File: src/rtl/uart_arb_pkg.sv
// Shared types and helpers for the UART TX arbiter: state encoding, default tag
// nibble and the source-tag byte builder.
package uart_arb_pkg;

  typedef enum logic [2:0] {
    StIdle,
    StSendTag,
    StWaitTag,
    StSendData,
    StWaitData
  } arb_state_e;

  localparam logic [3:0] TagHiDefault = 4'hA;

  // Tag byte is {fixed upper nibble, requester index}; callers resize to DBIT.
  function automatic logic [7:0] tag_byte(input logic [3:0] hi, input logic [3:0] id);
    return {hi, id};
  endfunction

endpackage

File: src/rtl/rr_arbiter.sv
// Combinational round-robin selector: picks the lowest requesting index at or
// after ptr, wrapping past NREQ-1 back to 0.
module rr_arbiter #(
  parameter int unsigned NREQ = 4
) (
  input  logic [NREQ-1:0]         req,
  input  logic [$clog2(NREQ)-1:0] ptr,
  output logic [$clog2(NREQ)-1:0] sel,
  output logic                    any_req
);

  localparam int unsigned IW = $clog2(NREQ);

  int unsigned idx;
  logic        found;

  always_comb begin
    sel   = '0;
    found = 1'b0;
    idx   = 0;
    for (int unsigned i = 0; i < NREQ; i++) begin
      idx = (32'(ptr) + i) % NREQ;
      if (!found && req[IW'(idx)]) begin
        found = 1'b1;
        sel   = IW'(idx);
      end
    end
    any_req = |req;
  end

endmodule

File: src/rtl/uart_tx_arbiter.sv
// Round-robin sharing of one UART transmitter among NREQ byte producers.
// Define UART_ARB_SRC_TAG_EN to precede each data byte with a source-tag frame.
module uart_tx_arbiter
  import uart_arb_pkg::*;
#(
  parameter int unsigned NREQ = 4,
  parameter int unsigned DBIT = 8
`ifdef UART_ARB_SRC_TAG_EN
  ,
  parameter logic [3:0]  TAG_HI = TagHiDefault
`endif
) (
  input  logic                    clk,
  input  logic                    reset_n,
  input  logic [NREQ-1:0]         req_valid,
  input  logic [NREQ*DBIT-1:0]    req_data,
  output logic [NREQ-1:0]         req_ready,
  output logic                    tx_start,
  output logic [DBIT-1:0]         tx_din,
  input  logic                    tx_done_tick,
  output logic                    busy,
  output logic [$clog2(NREQ)-1:0] grant_id
);

  localparam int unsigned IW = $clog2(NREQ);

  arb_state_e    state_q, state_d;
  logic [IW-1:0] ptr_q, ptr_d;
  logic [IW-1:0] grant_id_q, grant_id_d;
  logic          tx_start_q, tx_start_d;
  logic [DBIT-1:0] tx_din_q, tx_din_d;
  logic          busy_q, busy_d;
`ifdef UART_ARB_SRC_TAG_EN
  logic [DBIT-1:0] data_q, data_d;
`endif

  logic [IW-1:0]   sel;
  logic            any_req;
  logic [DBIT-1:0] sel_data;

  rr_arbiter #(
    .NREQ(NREQ)
  ) u_rr_arbiter (
    .req    (req_valid),
    .ptr    (ptr_q),
    .sel    (sel),
    .any_req(any_req)
  );

  assign sel_data = req_data[32'(sel)*DBIT +: DBIT];

  always_comb begin
    state_d    = state_q;
    ptr_d      = ptr_q;
    grant_id_d = grant_id_q;
    tx_start_d = 1'b0;
    tx_din_d   = tx_din_q;
    req_ready  = '0;
`ifdef UART_ARB_SRC_TAG_EN
    data_d     = data_q;
`endif
    unique case (state_q)
      StIdle: begin
        if (any_req) begin
          req_ready[sel] = 1'b1;
          grant_id_d     = sel;
          ptr_d          = (sel == IW'(NREQ - 1)) ? '0 : sel + IW'(1);
          tx_start_d     = 1'b1;
`ifdef UART_ARB_SRC_TAG_EN
          data_d   = sel_data;
          tx_din_d = DBIT'(tag_byte(TAG_HI, 4'(sel)));
          state_d  = StSendTag;
`else
          tx_din_d = sel_data;
          state_d  = StSendData;
`endif
        end
      end
`ifdef UART_ARB_SRC_TAG_EN
      StSendTag: state_d = StWaitTag;
      StWaitTag: begin
        if (tx_done_tick) begin
          state_d    = StSendData;
          tx_start_d = 1'b1;
          tx_din_d   = data_q;
        end
      end
`endif
      // A done tick during the start cycle belongs to no frame of ours.
      StSendData: state_d = StWaitData;
      StWaitData: begin
        if (tx_done_tick) state_d = StIdle;
      end
      default: state_d = StIdle;
    endcase
    busy_d = (state_d != StIdle);
  end

  always_ff @(posedge clk or negedge reset_n) begin
    if (!reset_n) begin
      state_q    <= StIdle;
      ptr_q      <= '0;
      grant_id_q <= '0;
      tx_start_q <= 1'b0;
      tx_din_q   <= '0;
      busy_q     <= 1'b0;
`ifdef UART_ARB_SRC_TAG_EN
      data_q     <= '0;
`endif
    end else begin
      state_q    <= state_d;
      ptr_q      <= ptr_d;
      grant_id_q <= grant_id_d;
      tx_start_q <= tx_start_d;
      tx_din_q   <= tx_din_d;
      busy_q     <= busy_d;
`ifdef UART_ARB_SRC_TAG_EN
      data_q     <= data_d;
`endif
    end
  end

  assign tx_start = tx_start_q;
  assign tx_din   = tx_din_q;
  assign busy     = busy_q;
  assign grant_id = grant_id_q;

endmodule

File: config.mk
export PLATFORM = sky130hd
export DESIGN_NAME = uart_tx_arbiter
export DESIGN_NICKNAME = d
export VERILOG_FILES = /design/src/rtl/uart_arb_pkg.sv /design/src/rtl/rr_arbiter.sv /design/src/rtl/uart_tx_arbiter.sv
export SDC_FILE = /design/constraint.sdc
export NUM_CORES = 1
export LEC_CHECK = 0
export BUFFER_PORTS_ARGS = -buffer_cell sky130_fd_sc_hd__buf_2
export CORE_MARGIN = 8
export CORE_UTILIZATION = 35
export CTS_BUF_LIST = sky130_fd_sc_hd__clkbuf_8
export CTS_CLUSTER_DIAMETER = 120
export CTS_CLUSTER_SIZE = 8
export DETAILED_ROUTE_END_ITERATION = 10
export GPL_TIMING_DRIVEN = 0
export PLACE_DENSITY_LB_ADDON = 0.25
export SYNTH_ARGS = -nofsm -noshare
export SYNTH_HDL_FRONTEND = slang
export SYNTH_SLANG_ARGS = --single-unit
export TNS_END_PERCENT = 50
File: constraint.sdc
create_clock -name clk -period 2.2 [get_ports clk]
set_input_delay 0.11 -clock clk [delete_from_list [all_inputs] [get_ports clk]]
set_output_delay 0.11 -clock clk [all_outputs]
set_load 0.02 [all_outputs]
==> impl_metrics.yaml, run 1 <==
routing:
  route.vias.total: 925
  wl_per_cell_um: 15.0
  drtIter0Drc: 31
  drtAntennaViolNets: 0
  avgViaCountPerCell: 5.05
  firstDrtPassIters: 4
  drc: 0
  wl_um: 2750
sta:
  min_period_ns: 2.08
  tns_ns: 0
  rsz0062_at_grt: "no"
  maxSlewHeadroom_pct: 54.8
  fmax_ghz: 0.481
  hold_viol: 0
  worst_hold_slack_ns: 0.170
  slew_violations: 0
  setup_viol: 0
  tightest_slew_ns: 0.675
  finClkSkew_ns: 0.00232
  period_share_pct: 94.5
  worst_slack_ns: 0.121
logic_synthesis:
  syn_nets: 129
  synth_common_cells: "dfrtp_1, nor3_1"
  synthFlopType: "dfrtp_1"
  synth_warnings: 0
  ys_seq_area_share_pct: 43.2
  yosysMostFrequentCell: "dfrtp_1"
  syn-instance-count: 89
  synth_area_leaders: "dfrtp_1, mux2_2, a221o_1"
  synth.distinct_cells: 25
  syn_area_per_cell_sq_um: 11.1
  synth_area_sq_um: 985
  yosysTopAreaCellShare_pct: 43.2
  yosysTopAreaCell: "dfrtp_1"
  ys_seq_elements: 17
  async_flop_share_pct: 100
  synth_edf_count: 0
pwr:
  leakagePower_nw: 0.746
  p_per_area_nw_per_um2: 1380
  ir_drop_uv: 757
  p_total_mw: 1.90
floorplanning:
  start_util_pct: 36.3
  die_height_um: 69.0
  fp.dieW_um: 69.0
  coreArea_sq_um: 2710
  num_rows: 19
  ios: 55
  fp.dieArea_sq_um: 4770
worst_setup_path:
  worstPathArrival_ns: 1.97
  path_max_fanout: 6
  path_class: "reg2out"
  startpoint_type: "flop"
  crit_path_end_kind: "output pin"
  required_ns: 2.09
run:
  cap_violations: 0
cts:
  clk_pin_slew_worst_paths_ns: 0.06
  clock_latency_ns: 0.25
  cts_max_level: 1
  cts_buffer_depth: 2
  cts-root-buf: "clkbuf_8"
  cts_buffers: 3
  cts.sinks: 17
  cts_tree: "yes"
placement:
  gp_congestion: 0.722
  pre_cts_slack_ns: 0.102
  dp_cells: 174
  dp_hpwl_um: 2170
  io_buffers: 54
global_route:
  grt_max_degree: 18
  antenna_found_initial: 0
  grt_pass1_wl_um: 4530
  grt_overflow: 0
  grt_use_total_pct: 11.0
  grt_pass1_vias: 974
layout:
  final_cells: 183
  areaGrowthSynthToFinish_pct: 40.2
  nets: 193
  drive_above_1_share_pct: 50.7
  diodes: 0
min_path:
  hold_path.class: "in2reg"
outcome:
  status: "finished, final reports clean"
placed cells by master (no fill, tap or decap), types with 2 or more instances in the layout:
| cell | n |
|---|---|
| buf_4 | 4 |
| a21oi_1 | 2 |
| clkbuf_8 | 3 |
| nand2_1 | 8 |
| mux2i_1 | 8 |
| nor3_1 | 11 |
| nor2_1 | 3 |
| buf_2 | 55 |
| mux2_2 | 8 |
| a221o_1 | 8 |
| a21o_1 | 2 |
| inv_1 | 7 |
| dfrtp_1 | 16 |
| o21ai_0 | 2 |
per-layer routing:
| layer | global-route usage, % | vias to the layer above | part of all wire, % |
|---|---|---|---|
| met5 | 0 | - | 0 |
| met4 | 4.78 | 0 | 1.3 |
| met3 | 2.00 | 4 | 4.3 |
| met2 | 19.0 | 28 | 51 |
| met1 | 12.8 | 438 | 43 |
| li1 | - | 455 | - |
stage by stage:
step | util [%] | cell area, sq um
final | 50.9 | 1380
after global routing | 50.9 | 1380
after CTS | 50.0 | 1360
after detailed placement | 47.7 | 1290
after global placement | 47.7 | 1290
after floorplan | - | 985
final timing paths:
| path | end | slack (ns) | from | cells past startpoint |
|---|---|---|---|---|
| setup / recovery | req_ready[3] | 0.12 | ptr_q[1] | 7 |
| hold / removal | state_q[2] | 0.17 | tx_done_tick | 4 |
| setup reg to reg | tx_din[5] | 0.15 | ptr_q[1] | 5 |
| hold reg to reg | grant_id[1] | 0.48 | grant_id[1] | 1 |
| max in group asynchronous | ptr_q[1] | 1.59 | reset_n | 2 |
| min in group asynchronous | grant_id[0] | 0.32 | reset_n | 2 |
critical path, stage by stage (launching register included):
cell and delay (ns):
dfrtp_2 0.45, mux2_4 0.32, o221ai_4 0.24, buf_8 0.14, inv_1 0.07, ha_1 0.20
and2_1 0.14, buf_2 0.15
power by group:
part | total (mW) | internal [mW] | leakage [nW] | switching [mW]
Clock | 0.225 | 0.124 | 0.0269 | 0.101
Combinational | 1.11 | 0.485 | 0.509 | 0.625
Sequential | 0.565 | 0.473 | 0.210 | 0.0927
Total | 1.90 | 1.08 | 0.746 | 0.819
sequential cells by signal, summed over array words and instances (netlist names):
signal / count
grant_id: 2
ptr_q: 2
tx_start: 1
busy: 1
tx_din: 8
state_q: 3
cells by family (layout without fill, tap and decap cells):
logic type | count (synthesis) | after routing | share of synthesized area [%]
adders and majority gates | 1 | 1 | 1.27
buffers and inverters | 10 | 73 | 5.08
AOI/OAI and AO/OA | 19 | 19 | 19.7
and+or+nand+nor | 25 | 25 | 11.9
DFF | 17 | 17 | 43.2
muxes | 17 | 17 | 18.8
timing repair:
action                                  4_1_cts  5_1_grt
resized for setup                             0        1
endpoints found under the setup margin        2        1
hold buffers                                  1        0
hold endpoints to repair                     17        0
setup buffers                                 1        3
pin swaps                                     1        0
cell type report:
type / count / area, sq um
fillers: 284 / 1330
clock buffers: 3 / 41.3
flip-flops and latches: 17 / 427
multi-input cells: 62 / 509
clock inverters: 1 / 3.75
inverters: 7 / 26.3
plain buffers: 3 / 23.8
well taps: 31 / 38.8
repair buffers: 59 / 310
No activity file was read; power rests on OpenSTA's default activity.
==> run 2: changes to the inputs <==
CORE_MARGIN = 1   (was 8)
RECOVER_POWER = 25   (was unset)
clock period = 2.1 ns   (was 2.2 ns; I/O delays follow)
==> run 2 against run 1 <==
  * Worst setup slack got worse by 0.046 ns
  * Wire length fell by 17%
  * Critical path type unchanged
  * Total power rose by 3.4%
  * Combinational power barely moved
  * Sequential share of layout area rose by 0.14 points
  * Core utilization rose by 2.6 points
  * Sequential power rose by 6.0%
  * Final area fell by 0.45%
  * Clock power rose by 5%
  * Hold slack got worse by 0.0014 ns
  * Non-clock buffer count fell by 2
  * Largest power group unchanged
  * Die area fell by 36%
==> impl_metrics.yaml, run 2 (synthesis results as in run 1) <==
outcome:
  status: "finished, final reports clean"
sta:
  tns_ns: 0
  setup_viol: 0
  worst_slack_ns: 0.0750
  period_share_pct: 96.4
  slew_violations: 0
  min_period_ns: 2.02
  rsz0062_at_grt: "no"
  fmax_ghz: 0.494
  finClkSkew_ns: 0.00574
  hold_viol: 0
  tightest_slew_ns: 0.912
  worst_hold_slack_ns: 0.169
  maxSlewHeadroom_pct: 39.2
pwr:
  swShare_pct: 42.9
  p_sw_mw: 0.843
  combPwrFrac_pct: 57.5
  p_int_mw: 1.12
  seq_power_share_pct: 30.5
  p_clk_share_pct: 12.0
  leakagePower_nw: 0.739
  ir_drop_uv: 734
  p_per_area_nw_per_um2: 1430
global_route:
  grt_pass1_vias: 858
  grt_overflow: 0
  grt_pass1_wl_um: 3550
  grt_max_degree: 18
  grt_use_total_pct: 16.5
  antenna_found_initial: 0
placement:
  gp_congestion: 0.702
  dp_hpwl_um: 1750
  pre_cts_slack_ns: 0.00152
  post_dp_cell_area_sq_um: 1290
  io_buffers: 54
cts:
  cts_max_level: 1
  cts-root-buf: "clkbuf_8"
  clk_pin_slew_worst_paths_ns: 0.07
  clock_latency_ns: 0.25
  cts_tree: "yes"
  cts_buffer_depth: 2
  cts_buffers: 3
  cts.sinks: 17
floorplanning:
  start_util_pct: 38.4
  num_rows: 18
  fp.dieW_um: 55.0
  die_height_um: 55.0
  fp.dieArea_sq_um: 3030
  coreArea_sq_um: 2570
  ios: 55
layout:
  final_cell_mix: "buf_2, dfrtp_1, nor3_1"
  diodes: 0
  final_common_cell: "buf_2"
  drive_above_1_share_pct: 50.7
  nFillCells: 245
  areaGrowthSynthToFinish_pct: 39.5
  largest_register_ffs: 8
  nets: 191
  final_area_sq_um: 1370
worst_setup_path:
  worstPathArrival_ns: 1.92
  crit_path_end_kind: "output pin"
  path_class: "reg2out"
  path_max_fanout: 6
  startpoint_type: "flop"
  required_ns: 2.00
routing:
  drc: 0
  drtAntennaViolNets: 0
  firstDrtPassIters: 4
  wl_per_cell_um: 12.7
  route.vias.total: 930
  drtIter0Drc: 13
  avgViaCountPerCell: 5.17
  wl_um: 2290
run:
  cap_violations: 0
min_path:
  hold_path.class: "in2reg"
## run 2: cell types whose count changed in the layout (fill, tap and decap cells not counted)
| cell | before | now |
|---|---|---|
| clkbuf_1 | 1 | 2 |
| buf_4 | 4 | 2 |
| o22ai_1 | 1 | 0 |
| o22ai_2 | 0 | 1 |
| nor3_1 | 11 | 10 |
| buf_2 | 55 | 54 |
| nor3_2 | 0 | 1 |
## run 2: timing repair
action,4_1_cts,5_1_grt
endpoints found under the setup margin,3,6
buffers inserted,2,0
pin swaps,1,1
cloned,0,0
resized for setup,1,2
endpoints found under the hold margin,17,0
hold buffers,1,0
## run 2: power groups by stage
stage               clock network [mW]  registers (mW)  logic (mW)
finish                           0.236           0.599        1.13
global route                     0.252           0.621        1.25
CTS                              0.241           0.594        1.14
detailed placement                   0           0.596        1.11
global placement                     0           0.593        1.09
floorplan                            0           0.724       0.666
## run 2: layout make-up
type                    count  area [sq um]  area share [%]
plain buffers               3          23.8            1.73
clock buffers               3          41.3            3.01
clock inverters             1          3.75           0.273
inverters                   7          26.3            1.91
multi-input cells          62           520            37.9
flip-flops and latches     17           427            31.1
well taps                  30          37.5            2.73
repair buffers             57           294            21.4
## run 2: final timing paths
path	from	to	slack (ns)	cells past startpoint
min	tx_done_tick	state_q[2]	0.17	4
max in group asynchronous	reset_n	ptr_q[1]	0.98	2
max reg2reg	ptr_q[1]	tx_din[3]	0.09	5
min reg2reg	grant_id[1]	grant_id[1]	0.47	1
min in group asynchronous	reset_n	tx_din[2]	0.50	2
max	ptr_q[1]	req_ready[3]	0.08	7
## run 2: per-layer routing
metal	vias to the layer above	part of all wire [%]	routed length, um	track usage [%]
met1	445	43	990	21.2
met5	-	0	0	0
met3	2	5.8	132	2.46
met2	32	51	1160	28.3
li1	451	-	-	-
met4	0	0.44	10	5.00
## run 2: per-stage QoR
stage / std cells / utilization, % / power [mW]
after floorplan: 89 / - / 1.39
after global placement: 173 / 50.3 / 1.68
after detailed placement: 173 / 50.3 / 1.71
after CTS: 180 / 53.1 / 1.97
after global routing: 180 / 53.5 / 2.12
final: 180 / 53.5 / 1.96
## run 2: critical path, cell delays in order, from the launching register on
cell	delay (ns)
dfrtp_2	0.45
mux2_4	0.32
o221ai_4	0.21
buf_8	0.13
inv_1	0.06
ha_1	0.20
and2_1	0.14
buf_2	0.15
==> run 3: changes to the inputs <==
GPL_TIMING_DRIVEN = unset   (was 0)
==> run 3 against run 2 <==
  * Wire length rose by 7.8%
  * Non-clock buffer count fell by 1
  * Largest power group unchanged
  * Die area did not move
==> impl_metrics.yaml, run 3 (synthesis results as in run 1) <==
outcome:
  status: "finished, final reports clean"
routing:
  drtAntennaViolNets: 0
  avgViaCountPerCell: 5.12
  route.vias.total: 917
  wl_per_cell_um: 13.8
  drc: 0
  wl_um: 2470
  drtIter0Drc: 12
  firstDrtPassIters: 4
placement:
  dp_hpwl_um: 1910
  gp_congestion: 0.805
  io_buffers: 54
sta:
  tightest_slew_ns: 0.941
  period_share_pct: 97.9
  slew_violations: 0
  rsz0062_at_grt: "yes"
  hold_viol: 0
  setup_viol: 0
  tns_ns: 0
  finClkSkew_ns: 0.00336
  maxSlewHeadroom_pct: 37.2
  min_period_ns: 2.05
  fmax_ghz: 0.487
worst_setup_path:
  crit_chain: "mux2_4 > o221ai_4 > buf_6 > inv_2 > ha_1 > and2_1 > buf_2"
  worstPathArrival_ns: 1.95
  crit_path_end_kind: "output pin"
  worstSetupStartpoint: "ptr_q[1]"
  rr_endpoint: "tx_din[1]"
  startpoint_type: "flop"
  path_class: "reg2out"
  required_ns: 2.00
  cp-endpoint: "req_ready[3]"
  reg2reg_from: "ptr_q[1]"
  path_max_fanout: 10
  rrSetupSlack_ns: 0.12
  crit_path_top_delay_cell: "dfrtp_2"
  cpPeakStageDelay_ns: 0.46
  rr_worst_depth: 5
cts:
  cts_buffer_depth: 2
  clk_pin_slew_worst_paths_ns: 0.07
  cts-root-buf: "clkbuf_8"
  cts.sinks: 17
  cts_max_level: 1
  cts_tree: "yes"
  clock_latency_ns: 0.25
  cts_buffers: 3
floorplanning:
  num_rows: 18
  die_height_um: 55.0
  fp.dieW_um: 55.0
  fp.dieArea_sq_um: 3030
  ios: 55
  coreArea_sq_um: 2570
  start_util_pct: 38.4
layout:
  seq_area_sq_um: 427
  largest_register_ffs: 8
  multi_input_area_sq_um: 520
  final_cell_mix: "buf_2, dfrtp_1, nor3_1"
  nets: 190
  drive_above_1_share_pct: 51.7
  areaGrowthSynthToFinish_pct: 39.0
  final_common_cell: "buf_2"
  diodes: 0
  nFillCells: 264
global_route:
  grt_pass1_vias: 824
  grt_use_total_pct: 17.2
  grt_overflow: 0
  grt_max_degree: 18
  antenna_found_initial: 0
  grt_pass1_wl_um: 3590
pwr:
  p_per_area_nw_per_um2: 1450
  p_total_mw: 1.98
  leakagePower_nw: 0.736
  ir_drop_uv: 664
run:
  cap_violations: 0
min_path:
  hold_path.class: "in2reg"
run 3: how the worst min path moves through the flow:
stage | slack, ns | cells past startpoint | start | end
after global placement | 0.05 | 1 | reset_n | grant_id[1]
final | 0.18 | 4 | tx_done_tick | state_q[2]
after global routing | 0.22 | 3 | req_data[23] | tx_din[7]
after floorplan | -0.19 | 0 | reset_n | busy
after detailed placement | 0.06 | 1 | reset_n | grant_id[1]
after CTS | 0.18 | 4 | tx_done_tick | state_q[2]
run 3: metal layers:
metal | vias up | track usage [%] | part of all wire [%]
li1 | 450 | - | -
met1 | 439 | 20.1 | 42
met2 | 26 | 30.5 | 52
met3 | 2 | 3.55 | 4.7
met4 | 0 | 6.25 | 0.40
met5 | - | 0 | 0
run 3: per-stage QoR:
step                std cells  hold WS, ns  setup WS [ns]  util, %  instance area (sq um)
floorplan                  89       -0.191          0.156        -                    985
global placement          174       0.0458          0.181     50.6                   1300
detailed placement        174       0.0604          0.106     50.6                   1300
CTS                       179        0.176         0.0153     52.9                   1360
global route              179        0.216        -0.0312     53.3                   1370
finish                    179        0.183         0.0450     53.3                   1370
run 3: layout make-up:
cell class              instances  area share [%]
clock buffers                   3            3.02
clock inverters                 1           0.274
inverters                       7            1.92
multi-input cells              62            38.0
flip-flops and latches         17            31.2
well taps                      30            2.74
repair buffers                 59            22.9
run 3: power by group:
group / internal [mW] / switching, mW
clock: 0.130 / 0.111
sequential: 0.495 / 0.112
combinational: 0.502 / 0.635
run 3: critical path: cells and delay by family (launching register included):
family	cells	cell delay, ns
buffers and inverters	3	0.40
adder cells (fa/ha/maj)	1	0.18
flip-flops	1	0.46
multiplexers	1	0.33
AO/OA/AOI/OAI	1	0.19
AND/OR/NAND/NOR	1	0.14
run 3: repair_timing:
action                                  in CTS  in global routing
hold buffers                                 1                  0
setup buffers                                0                  0
endpoints found under the hold margin       17                  0
endpoints found under the setup margin       1                  3
resized for setup                            2                  3
